[src/rtl/alien_fleet_controller_if.sv]
// ============================================================================
// Module      : alien_fleet_controller_if
// Description : Bundle between the game FSM / collision logic and the alien
//               fleet controller. It carries the wave-start and kill-event
//               inputs, plus the formation state driven towards the enemy
//               sprite array.
//   master : game side. Drives start/kill_*, reads the fleet state.
//   slave  : alien_fleet_controller. Reads start/kill_*, drives the fleet state.
//   Signals:
//     start             wave load / launch request
//     kill_valid        one alien destroyed this cycle
//     kill_col/kill_row coordinates of the destroyed alien
//     fleet_x/fleet_y   formation origin (top-left of col 0, row 0)
//     enemy_direction_X 0 = left, 1 = right
//     enemy_direction_Y high for the single cycle a drop commits
//     step_pulse        high for the cycle any step commits
//     alive_mask        bit r*COLS+c = alien alive
//     alive_count       population of alive_mask
//     wave_cleared      level, formation destroyed
//     fleet_landed      level, formation reached the landing line
//     wave_num          waves loaded, saturating at 15
// Revision    : 1.0 - initial release
// ============================================================================
`default_nettype none

interface alien_fleet_controller_if #(
    parameter int COLS = 8,
    parameter int ROWS = 4
);
    localparam int COL_W = (COLS > 1) ? $clog2(COLS) : 1;
    localparam int ROW_W = (ROWS > 1) ? $clog2(ROWS) : 1;
    localparam int CNT_W = $clog2(COLS * ROWS + 1);

    logic                   start;
    logic                   kill_valid;
    logic [COL_W-1:0]       kill_col;
    logic [ROW_W-1:0]       kill_row;
    logic [9:0]             fleet_x;
    logic [9:0]             fleet_y;
    logic                   enemy_direction_X;
    logic                   enemy_direction_Y;
    logic                   step_pulse;
    logic [COLS*ROWS-1:0]   alive_mask;
    logic [CNT_W-1:0]       alive_count;
    logic                   wave_cleared;
    logic                   fleet_landed;
    logic [3:0]             wave_num;

    modport master (
        output start, kill_valid, kill_col, kill_row,
        input  fleet_x, fleet_y, enemy_direction_X, enemy_direction_Y,
               step_pulse, alive_mask, alive_count, wave_cleared,
               fleet_landed, wave_num
    );

    modport slave (
        input  start, kill_valid, kill_col, kill_row,
        output fleet_x, fleet_y, enemy_direction_X, enemy_direction_Y,
               step_pulse, alive_mask, alive_count, wave_cleared,
               fleet_landed, wave_num
    );
endinterface

`default_nettype wire

[src/rtl/alien_fleet_controller.sv]
// ============================================================================
// Module      : alien_fleet_controller
// Description : Sequences the alien formation. Owns the fleet origin, the
//               march direction and the alive mask. Marches the formation
//               sideways once per period. At a screen edge it drops the
//               formation and reverses. It ends the wave on a full kill
//               (CLEARED) or on touchdown (LANDED).
// Ports       :
//   frame_clk  frame-rate clock
//   Reset      synchronous, active-high
//   bus        alien_fleet_controller_if.slave (start, kills, fleet state)
// Config      : FLEET_SPEEDUP_EN - when defined, the march period shrinks with
//               the population:
//               max(MIN_PERIOD, min(BASE_PERIOD, alive_count + MIN_PERIOD)).
//               A new period takes effect at the next counter wrap.
//               When undefined, the period is fixed at BASE_PERIOD.
// Revision    : 1.0 - initial release
// ============================================================================
`default_nettype none

module alien_fleet_controller #(
    parameter int COLS        = 8,
    parameter int ROWS        = 4,
    parameter int ALIEN_W     = 50,
    parameter int ALIEN_H     = 44,
    parameter int COL_PITCH   = 60,
    parameter int ROW_PITCH   = 50,
    parameter int START_X     = 40,
    parameter int START_Y     = 40,
    parameter int SCREEN_L    = 0,
    parameter int SCREEN_R    = 639,
    parameter int LANDING_Y   = 400,
    parameter int STEP_X      = 4,
    parameter int STEP_Y      = 16,
    parameter int BASE_PERIOD = 30,
    parameter int MIN_PERIOD  = 2
) (
    input  wire logic               frame_clk,
    input  wire logic               Reset,
    alien_fleet_controller_if.slave bus
);
    localparam int N       = COLS * ROWS;
    localparam int COL_W   = (COLS > 1) ? $clog2(COLS) : 1;
    localparam int ROW_W   = (ROWS > 1) ? $clog2(ROWS) : 1;
    localparam int CNT_W   = $clog2(N + 1);
    // The frame counter must be able to hold either period bound.
    localparam int PER_MAX = (BASE_PERIOD > MIN_PERIOD) ? BASE_PERIOD : MIN_PERIOD;
    localparam int PER_W   = $clog2(PER_MAX + 1);

    localparam logic [2:0] S_IDLE    = 3'd0;
    localparam logic [2:0] S_MARCH   = 3'd1;
    localparam logic [2:0] S_DROP    = 3'd2;
    localparam logic [2:0] S_CLEARED = 3'd3;
    localparam logic [2:0] S_LANDED  = 3'd4;

    localparam logic [9:0]       c_START_X     = 10'(START_X);
    localparam logic [9:0]       c_START_Y     = 10'(START_Y);
    localparam logic [9:0]       c_STEP_X      = 10'(STEP_X);
    localparam logic [9:0]       c_STEP_Y      = 10'(STEP_Y);
    localparam logic [10:0]      c_COL_PITCH   = 11'(COL_PITCH);
    localparam logic [10:0]      c_ROW_PITCH   = 11'(ROW_PITCH);
    localparam logic [10:0]      c_W_M1        = 11'(ALIEN_W - 1);
    localparam logic [10:0]      c_H_M1        = 11'(ALIEN_H - 1);
    localparam logic [10:0]      c_STEP_X11    = 11'(STEP_X);
    localparam logic [10:0]      c_STEP_Y11    = 11'(STEP_Y);
    localparam logic [10:0]      c_SCREEN_R    = 11'(SCREEN_R);
    localparam logic [10:0]      c_LEFT_LIMIT  = 11'(SCREEN_L + STEP_X);
    localparam logic [10:0]      c_LANDING_Y   = 11'(LANDING_Y);
    localparam logic [PER_W-1:0] c_PER_ONE     = PER_W'(1);
    localparam logic [CNT_W-1:0] c_CNT_ONE     = CNT_W'(1);

    logic [2:0]       r_state;
    logic [9:0]       r_fleet_x;
    logic [9:0]       r_fleet_y;
    logic             r_dir_x;
    logic             r_dir_y;
    logic             r_step_pulse;
    logic [N-1:0]     r_mask;
    logic [3:0]       r_wave_num;
    logic [PER_W-1:0] r_counter;

    logic [COLS-1:0]  w_col_any;
    logic [ROWS-1:0]  w_row_any;
    logic [COL_W-1:0] w_lc;
    logic [COL_W-1:0] w_rc;
    logic [ROW_W-1:0] w_br;
    logic [10:0]      w_left;
    logic [10:0]      w_right;
    logic [10:0]      w_drop_bottom;
    logic             w_edge_hit;
    logic             w_kill_en;
    logic [N-1:0]     w_kill_bit;
    logic [N-1:0]     w_mask_after;
    logic [CNT_W-1:0] w_alive_count;
    logic [PER_W-1:0] w_period;
    logic             w_step_due;
    logic             w_load;

    assign w_load    = bus.start && ((r_state == S_IDLE) || (r_state == S_CLEARED));
    assign w_kill_en = bus.kill_valid && ((r_state == S_MARCH) || (r_state == S_DROP));

    // Formation extents come from the registered mask, so a kill that
    // lands on the same edge as a step cannot change that step's decision.
    always_comb begin
        w_col_any = '0;
        w_row_any = '0;
        for (int r = 0; r < ROWS; r++) begin
            for (int c = 0; c < COLS; c++) begin
                if (r_mask[r*COLS + c]) begin
                    w_col_any[c] = 1'b1;
                    w_row_any[r] = 1'b1;
                end
            end
        end
        w_lc = '0;
        for (int c = COLS - 1; c >= 0; c--) begin
            if (w_col_any[c]) w_lc = COL_W'(c);
        end
        w_rc = '0;
        for (int c = 0; c < COLS; c++) begin
            if (w_col_any[c]) w_rc = COL_W'(c);
        end
        w_br = '0;
        for (int r = 0; r < ROWS; r++) begin
            if (w_row_any[r]) w_br = ROW_W'(r);
        end
    end

    assign w_left        = {1'b0, r_fleet_x} + 11'(w_lc) * c_COL_PITCH;
    assign w_right       = {1'b0, r_fleet_x} + 11'(w_rc) * c_COL_PITCH + c_W_M1;
    // Bottom edge as it will be once the pending drop has committed.
    assign w_drop_bottom = {1'b0, r_fleet_y} + c_STEP_Y11 + 11'(w_br) * c_ROW_PITCH + c_H_M1;
    assign w_edge_hit    = r_dir_x ? ((w_right + c_STEP_X11) > c_SCREEN_R)
                                   : (w_left < c_LEFT_LIMIT);

    // Out-of-range coordinates are dropped rather than aliased onto another alien.
    always_comb begin
        w_kill_bit = '0;
        for (int i = 0; i < N; i++) begin
            if (w_kill_en && (int'(bus.kill_col) < COLS) && (int'(bus.kill_row) < ROWS) &&
                (i == int'(bus.kill_row) * COLS + int'(bus.kill_col))) begin
                w_kill_bit[i] = 1'b1;
            end
        end
    end

    assign w_mask_after = r_mask & ~w_kill_bit;

    always_comb begin
        w_alive_count = '0;
        for (int i = 0; i < N; i++) begin
            if (r_mask[i]) w_alive_count = w_alive_count + c_CNT_ONE;
        end
    end

`ifdef FLEET_SPEEDUP_EN
    logic [PER_W-1:0] r_period;

    function automatic logic [PER_W-1:0] f_period(input logic [CNT_W-1:0] n);
        int p;
        p = int'(n) + MIN_PERIOD;
        if (p > BASE_PERIOD) p = BASE_PERIOD;
        if (p < MIN_PERIOD)  p = MIN_PERIOD;
        return PER_W'(p);
    endfunction

    // The period is latched only when the counter is at zero (wave load or
    // wrap). A shrinking period can then never strand the counter past
    // its terminal count.
    always_ff @(posedge frame_clk) begin
        if (Reset) begin
            r_period <= PER_W'(BASE_PERIOD);
        end else if (w_load) begin
            r_period <= f_period(CNT_W'(N));
        end else if (w_step_due) begin
            r_period <= f_period(w_alive_count);
        end
    end

    assign w_period = r_period;
`else
    assign w_period = PER_W'(BASE_PERIOD);
`endif

    assign w_step_due = (r_state == S_MARCH) && (r_counter == (w_period - c_PER_ONE));

    always_ff @(posedge frame_clk) begin
        if (Reset) begin
            r_state      <= S_IDLE;
            r_fleet_x    <= c_START_X;
            r_fleet_y    <= c_START_Y;
            r_dir_x      <= 1'b1;
            r_dir_y      <= 1'b0;
            r_step_pulse <= 1'b0;
            r_mask       <= '0;
            r_wave_num   <= 4'd0;
            r_counter    <= '0;
        end else begin
            r_step_pulse <= 1'b0;
            r_dir_y      <= 1'b0;
            r_mask       <= w_mask_after;
            case (r_state)
                S_IDLE, S_CLEARED: begin
                    if (bus.start) begin
                        r_state   <= S_MARCH;
                        r_mask    <= '1;
                        r_fleet_x <= c_START_X;
                        r_fleet_y <= c_START_Y;
                        r_dir_x   <= 1'b1;
                        r_counter <= '0;
                        if (r_wave_num != 4'hF) r_wave_num <= r_wave_num + 4'd1;
                    end
                end
                S_MARCH: begin
                    // Losing the last alien ends the wave and freezes the origin.
                    if (w_mask_after == '0) begin
                        r_state <= S_CLEARED;
                    end else if (w_step_due) begin
                        r_counter <= '0;
                        if (w_edge_hit) begin
                            r_state <= S_DROP;
                        end else begin
                            r_fleet_x    <= r_dir_x ? (r_fleet_x + c_STEP_X) : (r_fleet_x - c_STEP_X);
                            r_step_pulse <= 1'b1;
                        end
                    end else begin
                        r_counter <= r_counter + c_PER_ONE;
                    end
                end
                S_DROP: begin
                    if (w_mask_after == '0) begin
                        r_state <= S_CLEARED;
                    end else begin
                        r_fleet_y    <= r_fleet_y + c_STEP_Y;
                        r_dir_x      <= ~r_dir_x;
                        r_dir_y      <= 1'b1;
                        r_step_pulse <= 1'b1;
                        r_state      <= (w_drop_bottom >= c_LANDING_Y) ? S_LANDED : S_MARCH;
                    end
                end
                S_LANDED: begin
                    r_state <= S_LANDED;
                end
                default: begin
                    r_state <= S_IDLE;
                end
            endcase
        end
    end

    assign bus.fleet_x           = r_fleet_x;
    assign bus.fleet_y           = r_fleet_y;
    assign bus.enemy_direction_X = r_dir_x;
    assign bus.enemy_direction_Y = r_dir_y;
    assign bus.step_pulse        = r_step_pulse;
    assign bus.alive_mask        = r_mask;
    assign bus.alive_count       = w_alive_count;
    assign bus.wave_cleared      = (r_state == S_CLEARED);
    assign bus.fleet_landed      = (r_state == S_LANDED);
    assign bus.wave_num          = r_wave_num;
endmodule

`default_nettype wire

[src/flat_wrapper.sv]
// flat-port wrapper written by rule: the top's interface ports become plain ports
module alien_fleet_controller_flat 
#(
    parameter int COLS        = 8,
    parameter int ROWS        = 4,
    parameter int ALIEN_W     = 50,
    parameter int ALIEN_H     = 44,
    parameter int COL_PITCH   = 60,
    parameter int ROW_PITCH   = 50,
    parameter int START_X     = 40,
    parameter int START_Y     = 40,
    parameter int SCREEN_L    = 0,
    parameter int SCREEN_R    = 639,
    parameter int LANDING_Y   = 400,
    parameter int STEP_X      = 4,
    parameter int STEP_Y      = 16,
    parameter int BASE_PERIOD = 30,
    parameter int MIN_PERIOD  = 2
)
  (frame_clk, Reset, bus_start, bus_kill_valid, bus_kill_col, bus_kill_row, bus_fleet_x, bus_fleet_y, bus_enemy_direction_X, bus_enemy_direction_Y, bus_step_pulse, bus_alive_mask, bus_alive_count, bus_wave_cleared, bus_fleet_landed, bus_wave_num);
  alien_fleet_controller_if #(.COLS(COLS), .ROWS(ROWS)) bus_i ();
  input  wire logic frame_clk;
  input  wire logic Reset;
  input wire logic [$bits(bus_i.start)-1:0] bus_start;
  input wire logic [$bits(bus_i.kill_valid)-1:0] bus_kill_valid;
  input wire logic [$bits(bus_i.kill_col)-1:0] bus_kill_col;
  input wire logic [$bits(bus_i.kill_row)-1:0] bus_kill_row;
  output wire logic [$bits(bus_i.fleet_x)-1:0] bus_fleet_x;
  output wire logic [$bits(bus_i.fleet_y)-1:0] bus_fleet_y;
  output wire logic [$bits(bus_i.enemy_direction_X)-1:0] bus_enemy_direction_X;
  output wire logic [$bits(bus_i.enemy_direction_Y)-1:0] bus_enemy_direction_Y;
  output wire logic [$bits(bus_i.step_pulse)-1:0] bus_step_pulse;
  output wire logic [$bits(bus_i.alive_mask)-1:0] bus_alive_mask;
  output wire logic [$bits(bus_i.alive_count)-1:0] bus_alive_count;
  output wire logic [$bits(bus_i.wave_cleared)-1:0] bus_wave_cleared;
  output wire logic [$bits(bus_i.fleet_landed)-1:0] bus_fleet_landed;
  output wire logic [$bits(bus_i.wave_num)-1:0] bus_wave_num;
  assign bus_i.start = bus_start;
  assign bus_i.kill_valid = bus_kill_valid;
  assign bus_i.kill_col = bus_kill_col;
  assign bus_i.kill_row = bus_kill_row;
  assign bus_fleet_x = bus_i.fleet_x;
  assign bus_fleet_y = bus_i.fleet_y;
  assign bus_enemy_direction_X = bus_i.enemy_direction_X;
  assign bus_enemy_direction_Y = bus_i.enemy_direction_Y;
  assign bus_step_pulse = bus_i.step_pulse;
  assign bus_alive_mask = bus_i.alive_mask;
  assign bus_alive_count = bus_i.alive_count;
  assign bus_wave_cleared = bus_i.wave_cleared;
  assign bus_fleet_landed = bus_i.fleet_landed;
  assign bus_wave_num = bus_i.wave_num;
  alien_fleet_controller #(.COLS(COLS), .ROWS(ROWS), .ALIEN_W(ALIEN_W), .ALIEN_H(ALIEN_H), .COL_PITCH(COL_PITCH), .ROW_PITCH(ROW_PITCH), .START_X(START_X), .START_Y(START_Y), .SCREEN_L(SCREEN_L), .SCREEN_R(SCREEN_R), .LANDING_Y(LANDING_Y), .STEP_X(STEP_X), .STEP_Y(STEP_Y), .BASE_PERIOD(BASE_PERIOD), .MIN_PERIOD(MIN_PERIOD)) u_core (.frame_clk(frame_clk), .Reset(Reset), .bus(bus_i));
endmodule
[config.mk]
export PLATFORM = sky130hd
export DESIGN_NAME = alien_fleet_controller_flat
export DESIGN_NICKNAME = d
export VERILOG_FILES = /design/src/rtl/alien_fleet_controller_if.sv /design/src/rtl/alien_fleet_controller.sv /design/src/flat_wrapper.sv
export SDC_FILE = /design/constraint.sdc
export NUM_CORES = 1
export LEC_CHECK = 0
export ABC_CLOCK_PERIOD_IN_PS = 46300
export BUFFER_PORTS_ARGS = -buffer_cell sky130_fd_sc_hd__buf_2
export CORE_UTILIZATION = 40
export CTS_BUF_LIST = sky130_fd_sc_hd__clkbuf_4 sky130_fd_sc_hd__clkbuf_8
export CTS_CLUSTER_DIAMETER = 60
export DETAILED_ROUTE_END_ITERATION = 7
export PLACE_DENSITY = 0.56
export SLEW_MARGIN = 20
export SYNTH_ARGS = -nofsm -noshare
export SYNTH_HDL_FRONTEND = slang
export SYNTH_SLANG_ARGS = --single-unit
[constraint.sdc]
create_clock -name frame_clk -period 46.3 [get_ports frame_clk]
set_clock_uncertainty 0.2 [all_clocks]
set_input_delay 11.575 -clock frame_clk [delete_from_list [all_inputs] [get_ports frame_clk]]
set_output_delay 11.575 -clock frame_clk [all_outputs]
set_load 0.05 [all_outputs]
==> metrics <==
die area 24,900 um2; H-tree levels 3; slowest CP cell a2111oi_0; clock sinks 62; CTS resizes 0; yosys warns 0; Crit path top cell by count ha_1; # nets final 1,384; Die Span X 158 um; startpoint types register; number of library cell types mapped by synthesis 99; Post-CTS Hold Buffers 0; worst hold path type reg2reg; Synth area leader dfxtp_1; worst r2r src u_core.bus.alive_mask[10]; antenna viol nets, final 0; FILL cells 2,446; Post-DP HPWL 19,800 um; hold wc startpoint u_core.bus.fleet_y[3]; clock latency on the worst-skew pair 0.35 ns; Synth async-reset ratio 0; post-CTS setup buffer count 0; Top FF cell, synth dfxtp_1; CTS buffer count 9; Worst-path clk slew 0.07 ns; Synth Register Bits 62; PortBufs 70; worst r2r path cells 23; EDFF count, synth 0; fmax 33.0 MHz; CTS tree built; Pre-antenna DRT Iters 5; Hold EP u_core.bus.fleet_y[3]; Hold Crit Depth 1; Sum Neg Setup Slack 0 ns; sequential-to-total area share from yosys stat 0.128; final wirelength 25,400 um; Area Growth Syn to Fin 7.49%; RSZ-0062 raised after global routing no; crit-path max cell delay 0.69 ns; Setup crit end kind output pin; initial DRC count 515; Max Fanout on Critical Path 11; largest net degree at the start of global routing 58; DRC Markers 0; Total GRT Usage 0.207; GR Overflow Total 0; Mapped Cells 1,258; maximum buffer depth of the clock tree 2; min cycle time layout 30.27 ns; setup violators final 0; vias 8,924; r2r setup slk 39.81 ns; Crit. Startpoint u_core.bus.alive_mask[0]; Final Wtd Congestion 0.863; Initial Util 0.411; top cells by area, synth dfxtp_1, ha_1, xnor2_1; n_diodes 0; Crit Path Class reg2out; root buffer cell clkbuf_8; final hold violation count 0; IO Pins 76; worst path required time 34.52 ns; slew margin rel. 0.287; drt via density 5.57; Least-Margin Pin Slew 1.07 ns; Synth Cell Area 9710 um2; number of global-route vias before repair 8,221; core area 23,600 um2; reg2reg end u_core.bus.fleet_x[6]; initial antenna violation count 1; crit path DAT 18.49 ns; outcome completed; Commonest cells post-synth nor2_1, xnor2_1, nand2_1; chip height 158 um; Final Max Tran Viols 0; top-area cell type share of the netlist area 0.128; most frequent cell after synthesis nor2_1; first-pass GRT wire length 42,000 um; final critical-path share of the clock period 0.654; Rows 56; DR WL/cell 15.8 um; Max Cap Viol 0; layout cell share with drive strength beyond 1 0.114; Syn Area/Cell 7.72 um2
[final cells by class]
cell class                 instances  area (um2)  share of cell area
inverter                          76         285              0.0273
clock buffer                      10         138              0.0132
timing repair buffer              74         380              0.0365
clock inverter                     6        93.8             0.00899
sequential                        62        1240               0.119
multi-input combinational       1056        7900               0.757
tap                              319         399              0.0383
[through the flow]
step / instances / setup slack [ns] / util / area, um2 / hold slack (ns)
detailed placement: 1587 / 16.60 / 0.432 / 10200 / 0.309
global placement: 1587 / 17.20 / 0.432 / 10200 / 0.297
floorplan: 1263 / 18.16 / - / 9720 / 0.279
CTS: 1603 / 16.10 / 0.442 / 10400 / 0.325
finish: 1603 / 16.03 / 0.442 / 10400 / 0.325
global route: 1603 / 14.45 / 0.442 / 10400 / 0.363
[registers in the layout (all words and copies together) (netlist names)]
signal	count
u_core.bus.wave_num	4
u_core.bus.step_pulse	1
u_core.bus.alive_mask	32
u_core.bus.fleet_x	8
u_core.r_state	3
u_core.bus.enemy_direction_Y	1
u_core.r_counter	5
u_core.bus.enemy_direction_X	1
u_core.bus.fleet_y	7
[cells by family (layout without fill, tap and decap cells)]
kind of cell,Yosys count,after routing,synth area share
AND/OR/NAND/NOR,433,433,0.226
AO/OA/AOI/OAI,307,307,0.213
XOR/XNOR,189,189,0.215
buffers and inverters,145,166,0.0606
adder cells (fa/ha/maj),97,97,0.131
flip-flops,62,62,0.128
multiplexers,24,24,0.0259
other,1,6,0.000386
[worst max-delay path: cells and delay by family (launching register included)]
kind / cells / cell delay (ns)
xor+xnor: 14 / 2.71
simple gates: 16 / 1.72
buf+inv: 6 / 0.64
mux: 8 / 1.90
compound gates: 30 / 5.65
flops: 1 / 0.43
fa+ha+maj: 16 / 5.12
[cell usage in the layout (no fill, tap or decap), drive strengths merged, types with 17 or more instances in the layout]
master  instances
xor2           56
nor4           19
buf            74
nand2          94
inv            77
nor2          118
nand4          21
a21o           17
xnor3          22
xnor2         110
ha             88
a21oi          88
nor3           26
dfxtp          62
nand3          38
and3           17
o32ai          17
o21ai          65
nand2b         18
[worst max path at each step]
stage	end	slack [ns]	depth (start not counted)
6_report	bus_alive_count[5]	16.03	90
5_1_grt	bus_alive_count[5]	14.45	90
4_1_cts	bus_alive_count[5]	16.10	90
3_5_place_dp	bus_alive_count[5]	16.60	90
3_3_place_gp	bus_alive_count[5]	17.20	89
2_1_floorplan	bus_alive_count[4]	18.16	87
[metal layers]
metal	vias up	wire (um)	global-route usage
met5	-	10	0
met4	2	182	0.0337
met3	18	1020	0.0233
met2	170	11800	0.349
met1	4202	12300	0.287
li1	4532	-	-
Power is left out: the tool's default activity adds up to more than one toggle a clock period on the data nets, which glitch-free logic cannot reach.
